## src/rtl/axi_read_fsm.sv

```systemverilog
// AXI4 read-channel slave: decodes AR requests onto the varint/raw output FIFOs and returns
// one R beat per FIFO word, status word, or error, with per-beat response and last signalling.
module axi_read_fsm #(
  parameter int unsigned TIMEOUT = 1024
) (
  input  logic        clk,
  input  logic        reset,
  input  logic [3:0]  axs_s0_arid,
  input  logic [31:0] axs_s0_araddr,
  input  logic [7:0]  axs_s0_arlen,
  input  logic [2:0]  axs_s0_arsize,
  input  logic [1:0]  axs_s0_arburst,
  input  logic        axs_s0_arvalid,
  output logic        axs_s0_arready,
  output logic [3:0]  axs_s0_rid,
  output logic [31:0] axs_s0_rdata,
  output logic [1:0]  axs_s0_rresp,
  output logic        axs_s0_rlast,
  output logic        axs_s0_rvalid,
  input  logic        axs_s0_rready,
  input  logic        varint_out_fifo_empty,
  input  logic [31:0] varint_out_fifo_data,
  input  logic [10:0] varint_out_fifo_count,
  output logic        varint_out_fifo_pop,
  input  logic        raw_data_out_fifo_empty,
  input  logic [31:0] raw_data_out_fifo_data,
  input  logic [10:0] raw_data_out_fifo_count,
  output logic        raw_data_out_fifo_pop
);

  localparam logic [15:0] TmoLast    = 16'(TIMEOUT - 1);
  localparam logic [1:0]  RespOkay   = 2'b00;
  localparam logic [1:0]  RespSlverr = 2'b10;
  localparam logic [1:0]  RespDecerr = 2'b11;

  typedef enum logic [3:0] {
    StIdle   = 4'b0001,
    StSelect = 4'b0010,
    StWait   = 4'b0100,
    StResp   = 4'b1000
  } state_e;

  state_e      state_q, state_d;
  logic        ready_q;
  logic [7:0]  addr_q;
  logic [7:0]  beats_q;
  logic        size_err_q;
  logic [15:0] tmo_q;
  logic [3:0]  rid_q;
  logic [31:0] rdata_q;
  logic [1:0]  rresp_q;
  logic        rlast_q;
  logic        rvalid_q;

  logic        is_var_data, is_var_stat, is_raw_data, is_raw_stat;
  logic        data_target, sel_empty, timeout_hit, ar_hs;
  logic [31:0] beat_data;
  logic [1:0]  beat_resp;
  logic        unused_bits;

  assign unused_bits = ^{axs_s0_araddr[31:8], axs_s0_arburst};

  assign is_var_data = (addr_q == 8'h00);
  assign is_var_stat = (addr_q == 8'h01);
  assign is_raw_data = (addr_q == 8'hF0);
  assign is_raw_stat = (addr_q == 8'hF1);
  assign data_target = ~size_err_q & (is_var_data | is_raw_data);
  assign sel_empty   = is_raw_data ? raw_data_out_fifo_empty : varint_out_fifo_empty;
  assign timeout_hit = (tmo_q == TmoLast);
  assign ar_hs       = axs_s0_arvalid & axs_s0_arready;

  // Beat contents as seen in SELECT; a size error outranks the address decode.
  always_comb begin
    beat_data = '0;
    beat_resp = RespDecerr;
    if (size_err_q) begin
      beat_resp = RespSlverr;
    end else if (is_var_data) begin
      beat_data = varint_out_fifo_data;
      beat_resp = RespOkay;
    end else if (is_raw_data) begin
      beat_data = raw_data_out_fifo_data;
      beat_resp = RespOkay;
    end else if (is_var_stat) begin
      beat_data = {21'b0, varint_out_fifo_count};
      beat_resp = RespOkay;
    end else if (is_raw_stat) begin
      beat_data = {21'b0, raw_data_out_fifo_count};
      beat_resp = RespOkay;
    end
  end

  always_ff @(posedge clk) begin
    if (reset) state_q <= StIdle;
    else       state_q <= state_d;
  end

  always_comb begin
    state_d = state_q;
    unique case (state_q)
      StIdle:   if (ar_hs) state_d = StSelect;
      StSelect: state_d = (data_target && sel_empty) ? StWait : StResp;
      // Data arriving on the timeout cycle wins over the timeout.
      StWait: begin
        if (!sel_empty)       state_d = StSelect;
        else if (timeout_hit) state_d = StResp;
      end
      StResp:   if (axs_s0_rready) state_d = rlast_q ? StIdle : StSelect;
      default:  state_d = StIdle;
    endcase
  end

  always_comb begin
    axs_s0_arready      = (state_q == StIdle) & ready_q;
    varint_out_fifo_pop = (state_q == StSelect) & data_target & is_var_data &
                          ~varint_out_fifo_empty & ~reset;
    raw_data_out_fifo_pop = (state_q == StSelect) & data_target & is_raw_data &
                            ~raw_data_out_fifo_empty & ~reset;
    axs_s0_rid    = rid_q;
    axs_s0_rdata  = rdata_q;
    axs_s0_rresp  = rresp_q;
    axs_s0_rlast  = rlast_q;
    axs_s0_rvalid = rvalid_q;
  end

  always_ff @(posedge clk) begin
    if (reset) begin
      ready_q    <= 1'b0;
      addr_q     <= '0;
      beats_q    <= '0;
      size_err_q <= 1'b0;
      tmo_q      <= '0;
      rid_q      <= '0;
      rdata_q    <= '0;
      rresp_q    <= RespOkay;
      rlast_q    <= 1'b0;
      rvalid_q   <= 1'b0;
    end else begin
      ready_q <= 1'b1;
      if (ar_hs) begin
        rid_q      <= axs_s0_arid;
        addr_q     <= axs_s0_araddr[7:0];
        beats_q    <= axs_s0_arlen;
        size_err_q <= (axs_s0_arsize != 3'b010);
      end
      if (state_q == StSelect)    tmo_q <= '0;
      else if (state_q == StWait) tmo_q <= tmo_q + 16'd1;

      if (state_q == StSelect && state_d == StResp) begin
        rdata_q  <= beat_data;
        rresp_q  <= beat_resp;
        rvalid_q <= 1'b1;
        rlast_q  <= (beats_q == 8'd0);
      end else if (state_q == StWait && state_d == StResp) begin
        rdata_q  <= '0;
        rresp_q  <= RespSlverr;
        rvalid_q <= 1'b1;
        rlast_q  <= (beats_q == 8'd0);
      end else if (state_q == StResp && axs_s0_rready) begin
        rvalid_q <= 1'b0;
        rlast_q  <= 1'b0;
        if (!rlast_q) beats_q <= beats_q - 8'd1;
      end
    end
  end

endmodule

```

## config.mk

```make
export PLATFORM = sky130hd
export DESIGN_NAME = axi_read_fsm
export DESIGN_NICKNAME = d
export VERILOG_FILES = /design/src/rtl/axi_read_fsm.sv
export SDC_FILE = /design/constraint.sdc
export NUM_CORES = 1
export LEC_CHECK = 0
export CAP_MARGIN = 10
export CORE_MARGIN = 2
export CORE_UTILIZATION = 43
export CTS_CLUSTER_DIAMETER = 200
export DETAILED_ROUTE_END_ITERATION = 6
export PLACE_DENSITY = 0.86
export SLEW_MARGIN = 0
export SYNTH_ARGS = -nofsm -noshare
export SYNTH_HDL_FRONTEND = slang
export SYNTH_SLANG_ARGS = --single-unit
```

## constraint.sdc

```tcl
create_clock -name clk -period 3.95 [get_ports clk]
set_input_delay 1.185 -clock clk [delete_from_list [all_inputs] [get_ports clk]]
set_output_delay 1.185 -clock clk [all_outputs]
set_load 0.02 [all_outputs]
```

* After elaboration in Yosys (flattened, before gate mapping)
Index checks and enable logic that the tools add are counted.
** Storage, ports and cells
- Flip-flop bits (word level) :: 78
- Logic and storage cells :: 80
** Operators by class
- $add $sub $neg :: 2
- Equality and inequality tests :: 10
- Mux-type cells :: 33
- Bitwise logic cells :: 15
- Reductions and logical operators :: 9
** Operator list (number)
- $mux 32 :: 5
- $mux 8 :: 5
- $mux 11 :: 2
- $mux 4 :: 5
- $add 16x1->16 const B :: 1
- $eq 16x10->1 const B :: 1
- $eq 8x8->1 const B :: 2
- $logic_not 8->1 :: 2
- $mux 2 :: 8
- $pmux 4 s4 :: 1
- $and 1x1->1 :: 10
- $eq 4x4->1 const B :: 2
- $eq 8x1->1 const B :: 1
- $sub 8x1->8 const B :: 1
- $mux 1 :: 7
- $eq 4x1->1 const B :: 1
- $eq 4x2->1 const B :: 1
- $eq 4x3->1 const B :: 1
- $logic_and 1x1->1 :: 4
- $not 1->1 :: 4
- $ne 3x2->1 const B :: 1
- $reduce_bool 3->1 :: 1
- $reduce_bool 2->1 :: 1
- $reduce_or 2->1 :: 1
- $or 1x1->1 :: 1

* Logic depth before layout (Yosys ltp)
- Word-level depth :: 10
- Depth in mapped cells :: 7

* Worst setup path after synthesis
Ideal clock, no wire load.
- Kind :: input port to output port
- Start point :: input reset
- End point :: output raw_data_out_fifo_pop
- Arrival :: 2.248 ns
- Required time :: 2.765 ns
- Slack :: 0.517 ns
- Stages on the path :: 4
- Buffers on the path :: 1
- Cells stage by stage :: clkbuf_1 > nor3_1 > nand2_1 > nor3_1
** Between the ends
- Longest elaborated chain between the ends :: 2
** Ends and longest elaborated chain
- start, declared :: line 7 : input logic reset,
- $not 1->1 :: line 118 : ~raw_data_out_fifo_empty & ~reset;
- $and 1x1->1 :: line 118
- end, declared :: line 28 : output logic raw_data_out_fifo_pop
No other way between the ends.

* Final worst setup path
Same ends and word-level chain as after synthesis.

==> metrics.md <==
| Metric | Value |
|---|---|
| R2R Setup Slk | `approximately 1100 ps` |
| DR pass1 iterations | `4` |
| Setup Skew | `8.527 ps` |
| Setup crit start kind | `input pin` |
| Max Cap Viol | `0` |
| Vias post-DR | `around 3700` |
| Post-Route WL | `10790 um` |
| Site Rows | `33` |
| Cell variety after synth | `53` |
| Crit path depth | `5` |
| Starting Density | `44.02%` |
| Clock buffer depth | `2` |
| Vias in the first global route | `3437` |
| # resized after CTS | `2` |
| Ratio of final minimum period to clock period | `96.08%` |
| CTS Root Cell | `clkbuf_8` |
| Metal2 WL | `~5300 um` |
| Crit-path cells | `clkdlybuf4s50_1 > nor3_1 > nand2_1 > nor3_1 > dlygate4sd2_1` |
| Total track usage | `22.59%` |
| Antenna viol nets, final | `0` |
| Crit path buffers/inverters | `2` |
| Slew @ Worst Pin | `856.1 ps` |
| Gr ovfl total | `0` |
| Setup crit end kind | `output port` |
| Peak VDD IR | `0.2504 mV` |
| Synth Instances | `410` |
| Synthesis warning total | `0` |
| Crit path to | `raw_data_out_fifo_pop` |
| Crit path DAT | `2610 ps` |
| Clock sink total | `slightly below 80` |
| Synth Register Bits | `78` |
| Synthesized Nets | `554` |
| Slew headroom | `42.77%` |
| CTS tree | `built` |
| Placed Instances | `around 650` |
| Vias per std cell | `5.508` |
| Fin. Hold Viols | `0` |
| Worst-path clk slew | `approximately 70 ps` |
| Die area | `between 0.009 and 0.01 mm2` |
| Post-CTS Setup Bufs | `0` |
| Reg2Reg Depth | `6` |
| Worst path required time | `approximately 2800 ps` |
| RR Endpoint | `axs_s0_rdata[6]` |
| Initial drt markers | `152` |
| Initial antenna violation count | `0` |
| Most frequent cells in the layout | `155 x clkdlybuf4s50_1, 78 x dfxtp_1, 65 x nand2_1` |
| Synth Flop Type | `dfxtp_1` |
| Final Critical Period | `~3800 ps` |
| Most common cell after layout, fill and taps aside | `clkdlybuf4s50_1` |
| Cts hold-fix bufs | `0` |
| Clock buffer count from CTS | `9` |
| Cell area after synthesis | `0.003598 mm2` |
| Routed wire length per instance | `between 15 and 20 um` |
| RSZ-0062 raised after global routing | `no` |
| Core Area | `0.008175 mm2` |
| Worst slack at placement | `-154.4 ps` |
| CP peak stage delay | `450 ps` |
| Start point of the critical path | `reset` |
| Post-synth ARST share | `0%` |
| Post-synthesis sequential area ratio | `a little over two fifths` |
| Clk_lat worst skew | `340 ps` |
| R2R Path Start | `addr_q[0]` |
| Worst Setup Path Type | `in2out` |
| PortBufs | `157` |
| Fin. max-slew vios | `0` |
| Met3 WL | `1034 um` |
| Critical Path Fanout Max | `2` |
| Die Span X | `95.48 um` |
| RePlAce Congestion | `0.8574` |
| Largest net degree at the start of global routing | `34` |
| Area grow syn2layout | `51.32%` |
| Hold_ws | `444.8 ps` |
| Ant. Diodes | `0` |
| Post-synth EDFFs | `0` |
| Die height | `between 90 and 100 um` |
| M1 WL | `between 4000 and 5000 um` |
| Pwr per Cell Area | `322.8 mW/mm2` |
| Worst setup margin | `155.0 ps` |
| Synthesized area per cell | `8.777 um2` |
| Leak pwr | `1.899 nW` |
| Crit path max-delay family | `buffers and inverters` |
| Status | `finished, final reports clean` |
| FMAX | `263.5 MHz` |
| First-pass GRT wire length | `16200 um` |
| Setup violations, final | `0` |
| Residual DRC count | `0` |
| Cell mode on critical path | `nor3_1` |
| Nets | `703` |
| Max stage delay cell, worst path | `clkdlybuf4s50_1` |
| Tot Pwr | `1.758 mW` |
| DPL Wire Length | `8012 um` |
| Non-Filler Instances | `669` |
| # H-tree levels | `3` |
| Share of layout cells above drive strength 1 | `6.028%` |
| DR top layer | `met4` |
| Min-Delay Path Class | `reg2reg` |
| I/O pin total | `roughly 180` |
[where the power goes]
group          internal (mW)  leakage, nW  switching [mW]
combinational          0.186         1.17           0.157
clock                  0.311       0.0976           0.276
sequential             0.805        0.631          0.0232
total                   1.30         1.90           0.456
[synth_stat cells, types with 3 or more instances]
| cell | n | area, um2 |
|---|---|---|
| xor2_1 | 9 | 78.83 |
| inv_1 | 8 | 30.03 |
| o2bb2ai_1 | 21 | 183.9 |
| nand3_1 | 7 | 35.03 |
| a22oi_1 | 24 | 180.2 |
| and3_1 | 4 | 25.02 |
| o21ai_0 | 11 | 55.05 |
| dfxtp_1 | 78 | 1562 |
| o22ai_1 | 11 | 68.82 |
| nand2_1 | 65 | 244.0 |
| nor3_1 | 11 | 55.05 |
| or3_1 | 3 | 18.77 |
| nor2_1 | 21 | 78.83 |
| nand2b_1 | 3 | 18.77 |
| or4_1 | 4 | 30.03 |
| clkbuf_1 | 17 | 63.81 |
| ha_1 | 3 | 37.54 |
| a22o_1 | 12 | 105.1 |
| xnor2_1 | 5 | 43.79 |
| buf_2 | 6 | 30.03 |
| nand4_1 | 4 | 25.02 |
| and2_1 | 3 | 18.77 |
| a31oi_1 | 12 | 75.07 |
| a21oi_1 | 27 | 135.1 |
| nor4_1 | 4 | 25.02 |
[through the flow]
step / area (um2) / setup TNS (ps) / utilization (%)
floorplan: 3598 / 0 / -
CTS: 5445 / 0 / 66.61
global placement: 5255 / -235.7 / 64.28
detailed placement: 5255 / -268.6 / 64.28
finish: 5445 / 0 / 66.61
global route: 5445 / 0 / 66.61
[layer usage]
layer  GRT usage (%)  vias up
met5               0        -
met4           4.881        0
met3           6.877       10
met2           40.14      145
met1           26.84     1711
li1                -     1819
[final cells by class]
| class | instances | area (um2) |
|---|---|---|
| multi-input combinational | 298 | 1908 |
| timing repair buffer | 164 | 1622 |
| fill | 692 | 2730 |
| sequential | 78 | 1562 |
| clock buffer | 13 | 148.9 |
| clock inverter | 3 | 43.79 |
| tap | 105 | 131.4 |
| inverter | 8 | 30.03 |
[tightest hold or removal path: cells and delay by family (launching register included)]
family / cells / cell delay, ps
flops: 1 / 310
buf+inv: 1 / 50
compound gates: 1 / 50
[cell families after synthesis]
kind of cell    Yosys count  synth area share, %
simple gates            147                21.77
compound gates          130                25.42
flops                    78                43.39
buf+inv                  34                3.790
xor+xnor                 14                3.408
mux                       4                1.182
fa+ha+maj                 3                1.043
[flip-flops by register name, summed over array words and instances (netlist names)]
register	count
ready_q	1
axs_s0_rid	4
axs_s0_rdata	32
state_q	4
beats_q	8
axs_s0_rlast	1
axs_s0_rresp	2
axs_s0_rvalid	1
addr_q	8
size_err_q	1
tmo_q	16
[worst min path at each step]
stage	start	cells past startpoint	slack, ps	to
2_1_floorplan	beats_q[7]	2	450	beats_q[7]
3_3_place_gp	axs_s0_rresp[1]	2	440	axs_s0_rresp[1]
3_5_place_dp	axs_s0_rresp[1]	2	440	axs_s0_rresp[1]
4_1_cts	axs_s0_rresp[1]	2	450	axs_s0_rresp[1]
5_1_grt	axs_s0_rresp[1]	2	480	axs_s0_rresp[1]
6_report	axs_s0_rresp[1]	2	440	axs_s0_rresp[1]
No activity file was read; power rests on OpenSTA's default activity.
